$ cat src/rtl/rv32i_pkg.sv
// Shared RV32I definitions for the memory stage: funct3 codes, LSU states,
// and small decode helpers for store-lane placement and alignment.
package rv32i_pkg;

  localparam int XLEN = 32;

  localparam logic [2:0] F3_B  = 3'b000;
  localparam logic [2:0] F3_H  = 3'b001;
  localparam logic [2:0] F3_W  = 3'b010;
  localparam logic [2:0] F3_BU = 3'b100;
  localparam logic [2:0] F3_HU = 3'b101;

  typedef enum logic [1:0] {IDLE, REQ, DONE} lsu_state_e;

  typedef struct packed {
    logic [XLEN-1:0] wdata;
    logic [3:0]      wmask;
  } store_lanes_t;

  // Unsigned widths exist only for loads.
  function automatic logic f3_legal(input logic [2:0] f3, input logic is_store);
    case (f3)
      F3_B, F3_H, F3_W: return 1'b1;
      F3_BU, F3_HU:     return !is_store;
      default:          return 1'b0;
    endcase
  endfunction

  function automatic logic is_misaligned(input logic [2:0] f3, input logic [1:0] lo);
    return ((f3 == F3_H || f3 == F3_HU) && lo[0]) || (f3 == F3_W && lo != 2'b00);
  endfunction

  function automatic logic [1:0] align_lo(input logic [2:0] f3, input logic [1:0] lo);
    case (f3)
      F3_H, F3_HU: return {lo[1], 1'b0};
      F3_W:        return 2'b00;
      default:     return lo;
    endcase
  endfunction

  function automatic store_lanes_t store_lanes(input logic [2:0] f3, input logic [1:0] lo,
                                               input logic [XLEN-1:0] data);
    store_lanes_t s;
    case (f3)
      F3_B:    begin s.wdata = {4{data[7:0]}};  s.wmask = 4'b0001 << lo; end
      F3_H:    begin s.wdata = {2{data[15:0]}}; s.wmask = 4'b0011 << {lo[1], 1'b0}; end
      default: begin s.wdata = data;            s.wmask = 4'b1111; end
    endcase
    return s;
  endfunction

endpackage

$ cat src/rtl/load_store_unit_if.sv
// Data-memory bus: single outstanding req/ack transaction, word-addressed with byte enables.
interface load_store_unit_if;
  import rv32i_pkg::*;

  logic            mem_req;
  logic            mem_we;
  logic [XLEN-1:0] mem_addr;
  logic [XLEN-1:0] mem_wdata;
  logic [3:0]      mem_wmask;
  logic [XLEN-1:0] mem_rdata;
  logic            mem_ack;

  modport master (
    output mem_req, mem_we, mem_addr, mem_wdata, mem_wmask,
    input  mem_rdata, mem_ack
  );

  modport slave (
    input  mem_req, mem_we, mem_addr, mem_wdata, mem_wmask,
    output mem_rdata, mem_ack
  );
endinterface

$ cat src/rtl/load_store_unit_load_extend.sv
// Combinational load lane select with sign/zero extension; shared by any
// path that returns a raw 32-bit memory word.
module load_extend
  import rv32i_pkg::*;
(
  input  logic [XLEN-1:0] rdata,
  input  logic [1:0]      addr_lo,
  input  logic [2:0]      funct3,
  output logic [XLEN-1:0] result
);

  logic [7:0]  byte_v;
  logic [15:0] half_v;

  assign byte_v = rdata[{addr_lo, 3'b000} +: 8];
  assign half_v = addr_lo[1] ? rdata[31:16] : rdata[15:0];

  // NOTE: every always_comb output gets a default first so no latch is inferred.
  always_comb begin
    result = '0;
    case (funct3)
      F3_B:    result = {{24{byte_v[7]}}, byte_v};
      F3_H:    result = {{16{half_v[15]}}, half_v};
      F3_W:    result = rdata;
      F3_BU:   result = {24'h0, byte_v};
      F3_HU:   result = {16'h0, half_v};
      default: result = '0;
    endcase
  end

endmodule

$ cat src/rtl/load_store_unit.sv
// RV32I memory-access stage: one outstanding req/ack transaction with timeout.
// Optional MISALIGN_TRAP_EN: trap misaligned half/word accesses instead of aligning them.
module load_store_unit
  import rv32i_pkg::*;
#(
  parameter int MAX_WAIT = 255
) (
  input  logic            clk,
  input  logic            rst,
  input  logic            op_valid,
  input  logic            load,
  input  logic            store,
  input  logic [2:0]      funct3,
  input  logic [XLEN-1:0] alu_out,
  input  logic [XLEN-1:0] rs2_data,
  output logic            stall,
  output logic            done,
  output logic            bus_err,
  output logic            misaligned,
  output logic [XLEN-1:0] byte_accessL,
  load_store_unit_if.master mem
);

  localparam int CNT_W = $clog2(MAX_WAIT + 1);

  lsu_state_e      state;
  logic [CNT_W-1:0] wait_cnt;
  logic [CNT_W-1:0] wait_nxt;
  logic [2:0]      f3_q;
  logic [1:0]      addr_lo_q;
  logic            is_load_q;

  logic            is_store;
  logic            accept;
  logic            f3_ok;
  logic            mis;
  logic [1:0]      eff_lo;
  store_lanes_t    lanes;
  logic [XLEN-1:0] ext_result;

  // A simultaneous load+store executes as a load.
  assign is_store = store & ~load;
  assign accept   = (state == IDLE) & op_valid & (load | store);
  assign f3_ok    = f3_legal(funct3, is_store);

`ifdef MISALIGN_TRAP_EN
  assign mis    = is_misaligned(funct3, alu_out[1:0]);
  assign eff_lo = alu_out[1:0];
`else
  assign mis    = 1'b0;
  assign eff_lo = align_lo(funct3, alu_out[1:0]);
  assign misaligned = 1'b0;
`endif

  assign lanes    = store_lanes(funct3, eff_lo, rs2_data);
  assign wait_nxt = wait_cnt + CNT_W'(1);
  assign stall    = accept | (state == REQ);

  load_extend u_load_extend (
    .rdata   (mem.mem_rdata),
    .addr_lo (addr_lo_q),
    .funct3  (f3_q),
    .result  (ext_result)
  );

  // NOTE: sequential state uses non-blocking assignments only.
  always_ff @(posedge clk) begin
    if (rst) begin
      state         <= IDLE;
      wait_cnt      <= '0;
      f3_q          <= '0;
      addr_lo_q     <= '0;
      is_load_q     <= 1'b0;
      done          <= 1'b0;
      bus_err       <= 1'b0;
      byte_accessL  <= '0;
      mem.mem_req   <= 1'b0;
      mem.mem_we    <= 1'b0;
      mem.mem_addr  <= '0;
      mem.mem_wdata <= '0;
      mem.mem_wmask <= '0;
`ifdef MISALIGN_TRAP_EN
      misaligned    <= 1'b0;
`endif
    end else begin
      done    <= 1'b0;
      bus_err <= 1'b0;
`ifdef MISALIGN_TRAP_EN
      misaligned <= 1'b0;
`endif
      case (state)
        IDLE: if (accept) begin
          f3_q      <= funct3;
          addr_lo_q <= eff_lo;
          is_load_q <= ~is_store;
          wait_cnt  <= '0;
          if (!f3_ok || mis) begin
            // Illegal or trapped accesses never touch the bus.
            state   <= DONE;
            done    <= 1'b1;
            bus_err <= ~f3_ok;
`ifdef MISALIGN_TRAP_EN
            misaligned <= f3_ok & mis;
`endif
          end else begin
            state         <= REQ;
            mem.mem_req   <= 1'b1;
            mem.mem_we    <= is_store;
            mem.mem_addr  <= {alu_out[XLEN-1:2], 2'b00};
            mem.mem_wdata <= is_store ? lanes.wdata : '0;
            mem.mem_wmask <= is_store ? lanes.wmask : 4'b0000;
          end
        end
        REQ: begin
          if (mem.mem_ack) begin
            state         <= DONE;
            done          <= 1'b1;
            mem.mem_req   <= 1'b0;
            mem.mem_we    <= 1'b0;
            mem.mem_wmask <= 4'b0000;
            if (is_load_q) byte_accessL <= ext_result;
          end else begin
            wait_cnt <= wait_nxt;
            if (wait_nxt == CNT_W'(MAX_WAIT)) begin
              state         <= DONE;
              done          <= 1'b1;
              bus_err       <= 1'b1;
              mem.mem_req   <= 1'b0;
              mem.mem_we    <= 1'b0;
              mem.mem_wmask <= 4'b0000;
            end
          end
        end
        DONE:    state <= IDLE;
        default: state <= IDLE;
      endcase
    end
  end

endmodule

$ cat src/flat_wrapper.sv
// flat-port wrapper written by rule: the top's interface ports become plain ports
module load_store_unit_flat import rv32i_pkg::*;
#(
  parameter int MAX_WAIT = 255
)
  (clk, rst, op_valid, load, store, funct3, alu_out, rs2_data, stall, done, bus_err, misaligned, byte_accessL, mem_mem_req, mem_mem_we, mem_mem_addr, mem_mem_wdata, mem_mem_wmask, mem_mem_rdata, mem_mem_ack);
  load_store_unit_if mem_i ();
  input  logic clk;
  input  logic rst;
  input  logic op_valid;
  input  logic load;
  input  logic store;
  input  logic [2:0] funct3;
  input  logic [XLEN-1:0] alu_out;
  input  logic [XLEN-1:0] rs2_data;
  output logic stall;
  output logic done;
  output logic bus_err;
  output logic misaligned;
  output logic [XLEN-1:0] byte_accessL;
  output wire logic [$bits(mem_i.mem_req)-1:0] mem_mem_req;
  output wire logic [$bits(mem_i.mem_we)-1:0] mem_mem_we;
  output wire logic [$bits(mem_i.mem_addr)-1:0] mem_mem_addr;
  output wire logic [$bits(mem_i.mem_wdata)-1:0] mem_mem_wdata;
  output wire logic [$bits(mem_i.mem_wmask)-1:0] mem_mem_wmask;
  input wire logic [$bits(mem_i.mem_rdata)-1:0] mem_mem_rdata;
  input wire logic [$bits(mem_i.mem_ack)-1:0] mem_mem_ack;
  assign mem_mem_req = mem_i.mem_req;
  assign mem_mem_we = mem_i.mem_we;
  assign mem_mem_addr = mem_i.mem_addr;
  assign mem_mem_wdata = mem_i.mem_wdata;
  assign mem_mem_wmask = mem_i.mem_wmask;
  assign mem_i.mem_rdata = mem_mem_rdata;
  assign mem_i.mem_ack = mem_mem_ack;
  load_store_unit #(.MAX_WAIT(MAX_WAIT)) u_core (.clk(clk), .rst(rst), .op_valid(op_valid), .load(load), .store(store), .funct3(funct3), .alu_out(alu_out), .rs2_data(rs2_data), .stall(stall), .done(done), .bus_err(bus_err), .misaligned(misaligned), .byte_accessL(byte_accessL), .mem(mem_i));
endmodule
$ cat config.mk
export PLATFORM = sky130hd
export DESIGN_NAME = load_store_unit_flat
export DESIGN_NICKNAME = d
export VERILOG_FILES = /design/src/rtl/rv32i_pkg.sv /design/src/rtl/load_store_unit_if.sv /design/src/rtl/load_store_unit_load_extend.sv /design/src/rtl/load_store_unit.sv /design/src/flat_wrapper.sv
export SDC_FILE = /design/constraint.sdc
export NUM_CORES = 1
export LEC_CHECK = 0
export BUFFER_PORTS_ARGS = -buffer_cell sky130_fd_sc_hd__clkbuf_2
export CAP_MARGIN = 30
export CORE_MARGIN = 8
export CORE_UTILIZATION = 45
export CTS_BUF_LIST = sky130_fd_sc_hd__clkbuf_8
export CTS_CLUSTER_DIAMETER = 120
export CTS_CLUSTER_SIZE = 24
export DETAILED_ROUTE_END_ITERATION = 10
export PLACE_DENSITY = 0.78
export SLEW_MARGIN = 20
export SYNTH_ARGS = -nofsm -noshare
export SYNTH_HDL_FRONTEND = slang
export SYNTH_SLANG_ARGS = --single-unit
$ cat constraint.sdc
create_clock -name clk -period 1.45 [get_ports clk]
set_input_delay 0 -clock clk [delete_from_list [all_inputs] [get_ports clk]]
set_output_delay 0 -clock clk [all_outputs]
set_load 0.02 [all_outputs]
==> flow_summary.yaml, run 1 <==
synthesis:
  syn_area_um2: 5300
  ys_ff_latch: 118
  ys_top_cells_by_area: "dfxtp_1 (45%), a21oi_1 (8.8%), nand2_1 (7.7%)"
  synth-simple-area-share_pct: 21.0
  synth_top_area_share_pct: 44.6
  synthMuxAreaShare_pct: 5.32
  yosysUniqueCellTypes: 54
  synth_area_leader_cell: "dfxtp_1"
  synth_edf_count: 0
  netlist_instances: 651
  synthFlopType: "dfxtp_1"
  synth_adder_area_share_pct: 0.473
  avgSynthCellArea_um2: 8.13
  synth_xor_area_share_pct: 0
  yosysWarnings: 0
  synth_top_family_by_area: "compound AO/OA/AOI/OAI gates"
  ys_seq_area_share_pct: 44.6
  synth-compound-area-share_pct: 24.3
  async_reset_ff_share_pct: 0
status:
  status: "complete, but fails checks"
  violations: "negative setup slack"
die:
  coreArea_um2: 11500
  start_util_pct: 46.2
  die-area_um2: 15500
  ios: 211
  fp-row-count: 39
  die_w_um: 124
  die_h_um: 124
global_routing:
  antenna_found_initial: 2
  grt_pass1_wl_um: 37700
  grt_pass1_vias: 7040
  grt_use_total_pct: 29.7
  grt_max_degree: 80
  overflow: 0
  grt_use_met2_pct: 51.0
  top_usage_layer: "met2"
  grt_use_met1_pct: 32.0
  grtUsageMet3_pct: 9.36
worst_setup_path:
  cp-start-kind: "flop"
  critPathMaxFanout: 30
  critPathKind: "reg2reg"
  end_kind: "flop"
  worstPathArrival_ns: 2.17
  r2r_start: "u_core.state[0]$_SDFFE_PP0P_"
  critical_path.startpoint: "u_core.state[0]$_SDFFE_PP0P_"
  required_ns: 1.78
placed_design:
  place_congestion: 0.872
  port-buffer-count: 207
  dpl_cell_area_um2: 6910
  place_hpwl_um: 13300
routing:
  via_per_inst: 6.33
  routed-via-count: 7511
  routed_wl_um: 30100
  dr.pass1.iters: 8
  drtIter0Drc: 1185
  drc: 0
  wl_per_cell_um: 25.3
  ant_nets: 0
cts:
  worstSkewPairLatency_ns: 0.48
  path_clk_slew_ns: 0.09
  h-tree-depth: 4
  root_buffer: "clkbuf_8"
  cts_buffers: 17
  cts.sinks: 118
  cts_tree: "done"
  cts_buffer_depth: 2
sta:
  final_max_slew_viol_count: 0
  rsz0062_at_grt: "true"
  fin_crit_ns: 1.85
  clock_skew_ns: 0.0255
  layout_setup_ws_ns: -0.399
  timing.final.crit_share_pct: 128
  fmax_ghz: 0.541
  setup_violations: 112
  hold_viol_final: 0
  final.setup.tns_ns: -16.56
power_and_ir_drop:
  vdd_ir_drop_max_uv: 1090
  p_leak_nw: 4.03
  total_power_mw: 8.87
  p_per_area_nw_per_um2: 932
layout:
  final_cell_mix: "clkbuf_2 (205), nand2_1 (107), dfxtp_1 (107)"
  drive_gt1_share_pct: 45.6
  postLayoutCoreUtil_pct: 83.0
  fin_area_um2: 9520
  layout_commonest_cell: "clkbuf_2"
  synthToLayoutAreaGrowth_pct: 79.8
  layout.nets: 1136
min_path:
  min_from: "funct3[0]"
  hp-class: "in2reg"
run:
  drv_cap: 0
-- cell families (layout without fill, tap and decap cells) --
logic type      count (synthesis)  after routing
compound gates                209            209
fa+ha+maj                       2              2
buf+inv                        51            439
flops                         118            118
mux                            27             27
other cells                     1              5
simple gates                  243            244
-- final timing paths --
kind | end | slack (ns) | cells past startpoint
worst max-delay path | u_core.mem.mem_addr[14]$_SDFFE_PP0P_ | -0.40 | 8
worst min-delay path | u_core.f3_q[0]$_SDFFE_PP0P_ | 0.1 | 4
worst max register to register | u_core.mem.mem_addr[14]$_SDFFE_PP0P_ | -0.40 | 8
worst min register to register | u_core.mem.mem_addr[24]$_SDFFE_PP0P_ | 0.46 | 2
-- worst max-delay path: stages, from the launching register on --
cell	delay (ns)
dfxtp_4	0.38
nor3b_4	0.24
buf_6	0.14
o21ai_4	0.06
buf_12	0.13
nor2_4	0.11
buf_12	0.19
nand2_1	0.07
a21oi_1	0.39
-- power by group --
| part | switching, mW | internal, mW |
|---|---|---|
| Clock | 1.59 | 1.76 |
| Combinational | 1.16 | 0.954 |
| Sequential | 0.0887 | 3.32 |
-- sequential cells by signal, indices dropped and copies added (netlist names), 2 cells and up --
| register | cells |
|---|---|
| u_core.f3_q | 3 |
| u_core.mem.mem_addr | 30 |
| u_core.mem.mem_wmask | 4 |
| u_core.mem.mem_wdata | 32 |
| u_core.byte_accessL | 32 |
| u_core.wait_cnt | 8 |
| u_core.state | 2 |
| u_core.addr_lo_q | 2 |
-- repair_timing --
| item | 4_1_cts | 5_1_grt |
|---|---|---|
| buffers inserted | 10 | 13 |
| pin swaps | 25 | 41 |
| endpoints found under the setup margin | 106 | 113 |
| endpoints found under the hold margin | 104 | 0 |
| gates resized for setup | 88 | 128 |
| gates cloned | 0 | 9 |
| hold buffers | 102 | 0 |
-- area by class of cell --
cell class	instances	area, um2
multi-input cells	485	3460
repair buffers	401	3040
flip-flops and latches	118	2400
fillers	543	1950
clock buffers	18	248
well taps	143	179
clock inverters	14	175
inverters	6	22.5
diodes	2	5.00
-- synthesized netlist by cell type, types with 3 or more instances --
cell type,count
a211oi_1,10
a21oi_1,93
a221oi_1,9
a222oi_1,7
a22oi_1,9
a2bb2oi_1,7
a31oi_1,4
a32oi_1,4
and3_1,3
buf_2,17
buf_4,3
clkbuf_1,25
dfxtp_1,118
inv_1,6
mux2_2,9
mux2i_1,18
nand2_1,109
nand2b_1,3
nand3_1,12
nand3b_1,5
nor2_1,78
nor2_2,3
nor2b_1,8
nor3_1,5
o21a_1,4
o21ai_0,42
o21ai_1,8
-- per-layer routing --
| layer | share of wire [%] | up-vias |
|---|---|---|
| li1 | - | 3066 |
| met1 | 33 | 3455 |
| met2 | 48 | 758 |
| met3 | 12 | 232 |
| met4 | 7.8 | 0 |
| met5 | 0 | - |
-- per-stage QoR --
step / std cells / setup slack [ns] / hold WS, ns
2_1_floorplan: 653 / -0.00309 / 0.136
3_3_place_gp: 1020 / -0.275 / 0.223
3_5_place_dp: 1021 / -0.180 / 0.228
4_1_cts: 1164 / -0.110 / 0.0727
5_1_grt: 1187 / -0.460 / 0.0954
6_report: 1187 / -0.399 / 0.0985
No activity file was read; power rests on OpenSTA's default activity.
==> run 2: changes to the inputs <==
CORE_MARGIN = 3   (was 8)
CORE_UTILIZATION = 28   (was 45)
PLACE_DENSITY = unset   (was 0.78)
==> run 2 against run 1 <==
The flow still finishes with violations (negative setup slack); cell count up 5.6%; via count down 17%; register-to-register slack improved by 0.20 ns; count of clock-buffer cells in the layout rose by 3; critical path depth decreased by 1; critical endpoint is now u_core.byte_accessL[14]$_SDFFE_PP0P_; largest cell class unchanged.
==> flow_summary.yaml, run 2 (same netlist as run 1, synthesis figures left out) <==
power_and_ir_drop:
  p_leak_nw: 3.84
  p_per_area_nw_per_um2: 915
  vdd_ir_drop_max_uv: 574
  total_power_mw: 8.30
die:
  ios: 211
  coreArea_um2: 18300
  die-area_um2: 20600
  start_util_pct: 29.0
  fp-row-count: 49
  die_h_um: 144
  die_w_um: 144
layout:
  drive_gt1_share_pct: 39.8
  final_cell_mix: "clkbuf_2 (205), nand2_1 (108), dfxtp_1 (107)"
  layout_commonest_cell: "clkbuf_2"
  synthToLayoutAreaGrowth_pct: 71.3
  nFillCells: 1691
  layout.nets: 1118
  top_regs: "u_core.byte_accessL (32), u_core.mem.mem_wdata (32), u_core.mem.mem_addr (30)"
  fin_area_um2: 9070
  antenna_cells: 0
  postLayoutCoreUtil_pct: 49.6
placed_design:
  dpl_cell_area_um2: 6980
  pre_cts_ws_ns: -0.205
  port-buffer-count: 207
  place_hpwl_um: 13400
  place_congestion: 0.828
routing:
  dr.pass1.iters: 5
  routed-via-count: 6230
  ant_nets: 0
  routed_wl_um: 20300
  drtIter0Drc: 275
  drc: 0
  via_per_inst: 4.97
  wl_per_cell_um: 16.2
status:
  violations: "negative setup slack"
  status: "complete, but fails checks"
global_routing:
  antenna_found_initial: 0
  overflow: 0
  grt_pass1_wl_um: 30700
  grt_use_total_pct: 18.7
  grt_pass1_vias: 5960
  grt_max_degree: 54
cts:
  path_clk_slew_ns: 0.07
  root_buffer: "clkbuf_8"
  cts_buffers: 17
  cts_tree: "done"
  worstSkewPairLatency_ns: 0.44
  cts_buffer_depth: 2
  cts.sinks: 118
  h-tree-depth: 4
worst_setup_path:
  cp-start-kind: "flop"
  critPathMaxFanout: 8
  worstPathArrival_ns: 1.97
  end_kind: "flop"
  required_ns: 1.77
  critPathKind: "reg2reg"
sta:
  timing.final.crit_share_pct: 114
  fmax_ghz: 0.606
  rsz0062_at_grt: "true"
  hold_viol_final: 0
  fin_crit_ns: 1.65
  layout_setup_ws_ns: -0.200
  clock_skew_ns: 0.0108
  final_max_slew_viol_count: 0
  final.setup.tns_ns: -6.12
  setup_violations: 110
min_path:
  hp-class: "in2reg"
run:
  drv_cap: 0
run 2: repair_timing:
action                                 in CTS  in global routing
endpoints found under the hold margin     100                  0
pin swaps                                  28                 12
hold buffers                              101                  0
setup buffers                               9                 10
setup endpoints to repair                 110                117
gates resized for setup                    69                 73
run 2: worst paths after layout:
| kind | from | end | slack [ns] | cells past startpoint |
|---|---|---|---|---|
| hold / removal | funct3[0] | u_core.f3_q[0]$_SDFFE_PP0P_ | 0.12 | 4 |
| hold reg to reg | u_core.byte_accessL[30]$_SDFFE_PP0P_ | u_core.byte_accessL[30]$_SDFFE_PP0P_ | 0.45 | 2 |
| setup reg to reg | u_core.addr_lo_q[1]$_SDFFE_PP0P_ | u_core.byte_accessL[14]$_SDFFE_PP0P_ | -0.20 | 7 |
| setup / recovery | u_core.addr_lo_q[1]$_SDFFE_PP0P_ | u_core.byte_accessL[14]$_SDFFE_PP0P_ | -0.20 | 7 |
run 2: power breakdown:
part	switching, mW	internal (mW)
combinational	0.918	0.868
sequential	0.0665	3.33
clock	1.41	1.71
total	2.39	5.91
run 2: stage by stage:
stage,std cells,hold slack (ns)
floorplan,653,0.136
global placement,1100,0.224
detailed placement,1101,0.230
CTS,1243,0.0753
global route,1253,0.139
finish,1253,0.119
run 2: final cells by class:
class                   instances  area, um2  area share (%)
multi-input cells             484       3150            34.8
clock buffers                  21        289            3.19
repair buffers                384       2800            30.9
inverters                       6       22.5           0.248
flip-flops and latches        118       2390            26.3
clock inverters                11        124            1.37
well taps                     229        287            3.16
run 2: critical path, stage by stage (launching register included):
cell      delay (ns)
dfxtp_4         0.38
mux2_4          0.34
mux2i_4         0.19
nor4_4          0.07
buf_6           0.15
buf_4           0.14
a221oi_2        0.18
o21ai_1         0.09
run 2: routing by layer:
layer | up-vias | GRT usage (%) | part of all wire (%)
met5 | - | 0 | 0
met1 | 2894 | 22.1 | 41
met3 | 46 | 5.59 | 7.1
met2 | 268 | 31.5 | 49
li1 | 3022 | - | -
met4 | 0 | 7.73 | 2.9
==> run 3: changes to the inputs <==
RECOVER_POWER = 25   (was unset)
==> run 3 against run 2 <==
The flow still finishes with violations (negative setup slack); combinational power is essentially flat; sequential share of layout area grew 0.095 points; clock power is essentially flat; first-iteration DRC count shrank 0.73%; total power is essentially flat; register-to-register slack is essentially flat; die area is the same; hold slack gained 0.00089 ns; core utilization shrank 0.18 points; critical path depth is the same; critical path type unchanged; largest cell class unchanged; highest routed layer unchanged.
==> flow_summary.yaml, run 3 (same netlist as run 1, synthesis figures left out) <==
worst_setup_path:
  critPathKind: "reg2reg"
  worstPathArrival_ns: 1.97
  critPathMaxFanout: 8
  reg2reg_depth: 7
  cp-start-kind: "flop"
  ff2ff_setup_slack_ns: -0.20
  r2r_start: "u_core.addr_lo_q[1]$_SDFFE_PP0P_"
  required_ns: 1.77
  end_kind: "flop"
  r2r_end: "u_core.byte_accessL[14]$_SDFFE_PP0P_"
routing:
  drc: 0
  wl_per_cell_um: 16.2
  via_per_inst: 4.98
  dr.pass1.iters: 5
  routed-via-count: 6234
  routed_wl_um: 20300
  ant_nets: 0
  drtIter0Drc: 273
die:
  die-area_um2: 20600
  coreArea_um2: 18300
  die_h_um: 144
  start_util_pct: 29.0
  fp-row-count: 49
  die_w_um: 144
  ios: 211
power_and_ir_drop:
  vdd_ir_drop_max_uv: 572
  p_leak_nw: 3.75
  comb_power_share_pct: 21.5
  power.switching_mw: 2.40
  intPower_mw: 5.90
  seqPwrFrac_pct: 40.9
  clkPwrFrac_pct: 37.6
  sw_frac_of_total_pct: 28.9
  p_per_area_nw_per_um2: 918
sta:
  final_max_slew_viol_count: 0
  setup_violations: 110
  timing.final.crit_share_pct: 114
  clock_skew_ns: 0.00979
  layout_setup_ws_ns: -0.200
  hold_viol_final: 0
  fin_crit_ns: 1.65
  rsz0062_at_grt: "true"
  fmax_ghz: 0.606
status:
  violations: "negative setup slack"
  status: "complete, but fails checks"
cts:
  cts.sinks: 118
  h-tree-depth: 4
  cts_tree: "done"
  cts_buffers: 17
  path_clk_slew_ns: 0.07
  cts_buffer_depth: 2
  worstSkewPairLatency_ns: 0.44
  root_buffer: "clkbuf_8"
min_path:
  min_path_cells: 4
  hp-class: "in2reg"
  min_from: "funct3[0]"
  hold-path-endpoint: "u_core.f3_q[0]$_SDFFE_PP0P_"
global_routing:
  grt_use_total_pct: 18.7
  antenna_found_initial: 0
  overflow: 0
  grt_pass1_vias: 5960
  grt_max_degree: 54
  grt_pass1_wl_um: 30700
placed_design:
  place_congestion: 0.828
  port-buffer-count: 207
  place_hpwl_um: 13400
  placed_cells: 1101
layout:
  final_cell_mix: "clkbuf_2 (179), nand2_1 (108), dfxtp_1 (107)"
  layout.cells.non_filler: 1253
  layout.nets: 1118
  drive_gt1_share_pct: 37.3
  nFillCells: 1708
  top_regs: "u_core.byte_accessL (32), u_core.mem.mem_wdata (32), u_core.mem.mem_addr (30)"
  layout_commonest_cell: "clkbuf_2"
  synthToLayoutAreaGrowth_pct: 70.7
  antenna_cells: 0
  postLayoutCoreUtil_pct: 49.5
run:
  drv_cap: 0
run 3: cell count changes in the layout (fill, tap and decap cells not counted):
cell | previous run | this run
clkbuf_1 | 0 | 26
clkbuf_2 | 205 | 179
run 3: final cells by class:
cell class	count	area (um2)	share of cell area (%)
multi-input combinational	484	3150	34.9
timing repair buffer	384	2770	30.7
sequential	118	2390	26.4
clock buffer	21	289	3.20
tap	229	287	3.17
clock inverter	11	124	1.37
inverter	6	22.5	0.249
run 3: through the flow:
step | setup TNS (ns) | power (mW) | hold WS [ns] | cell area, um2 | setup WS [ns]
4_1_cts | -2.75 | 8.21 | 0.0753 | 8730 | -0.106
2_1_floorplan | -0.00618 | 4.16 | 0.136 | 5350 | -0.00309
6_report | -6.23 | 8.30 | 0.120 | 9040 | -0.200
5_1_grt | -14.72 | 8.67 | 0.139 | 9040 | -0.273
3_3_place_gp | -9.71 | 4.71 | 0.224 | 6970 | -0.282
3_5_place_dp | -8.46 | 4.72 | 0.230 | 6980 | -0.205
run 3: how the worst max path moves through the flow:
stage / startpoint / endpoint / depth (start not counted)
2_1_floorplan: u_core.wait_cnt[1]$_SDFFE_PP0P_ / u_core.done$_SDFF_PP0_ / 6
3_3_place_gp: u_core.addr_lo_q[1]$_SDFFE_PP0P_ / u_core.byte_accessL[23]$_SDFFE_PP0P_ / 5
3_5_place_dp: u_core.addr_lo_q[1]$_SDFFE_PP0P_ / u_core.byte_accessL[17]$_SDFFE_PP0P_ / 6
4_1_cts: u_core.state[1]$_SDFFE_PP0P_ / stall / 6
5_1_grt: u_core.addr_lo_q[1]$_SDFFE_PP0P_ / u_core.byte_accessL[14]$_SDFFE_PP0P_ / 7
6_report: u_core.addr_lo_q[1]$_SDFFE_PP0P_ / u_core.byte_accessL[14]$_SDFFE_PP0P_ / 7
run 3: what timing repair did:
action / CTS / global route
setup buffers: 9 / 10
resized for setup: 69 / 73
endpoints found under the setup margin: 110 / 117
hold endpoints to repair: 100 / 0
hold buffers: 101 / 0
pin swaps: 28 / 12
run 3: worst max-delay path, stage by stage (launching register included):
cell      delay, ns
dfxtp_4        0.38
mux2_4         0.34
mux2i_4        0.19
nor4_4         0.07
buf_6          0.15
buf_4          0.14
a221oi_2       0.18
o21ai_1        0.09
run 3: routing by layer:
| layer | up-vias | share of wire [%] | track usage (%) |
|---|---|---|---|
| li1 | 3027 | - | - |
| met1 | 2889 | 42 | 22.1 |
| met2 | 275 | 48 | 31.5 |
| met3 | 43 | 7.1 | 5.59 |
| met4 | 0 | 2.8 | 7.73 |
| met5 | - | 0 | 0 |
run 3: power by group through the flow:
stage / Combinational [mW] / Sequential [mW] / Clock (mW)
after floorplan: 0.603 / 3.56 / 0
after global placement: 1.24 / 3.47 / 0
after detailed placement: 1.25 / 3.47 / 0
after CTS: 1.60 / 3.39 / 3.22
after global routing: 1.90 / 3.40 / 3.36
final: 1.78 / 3.39 / 3.12
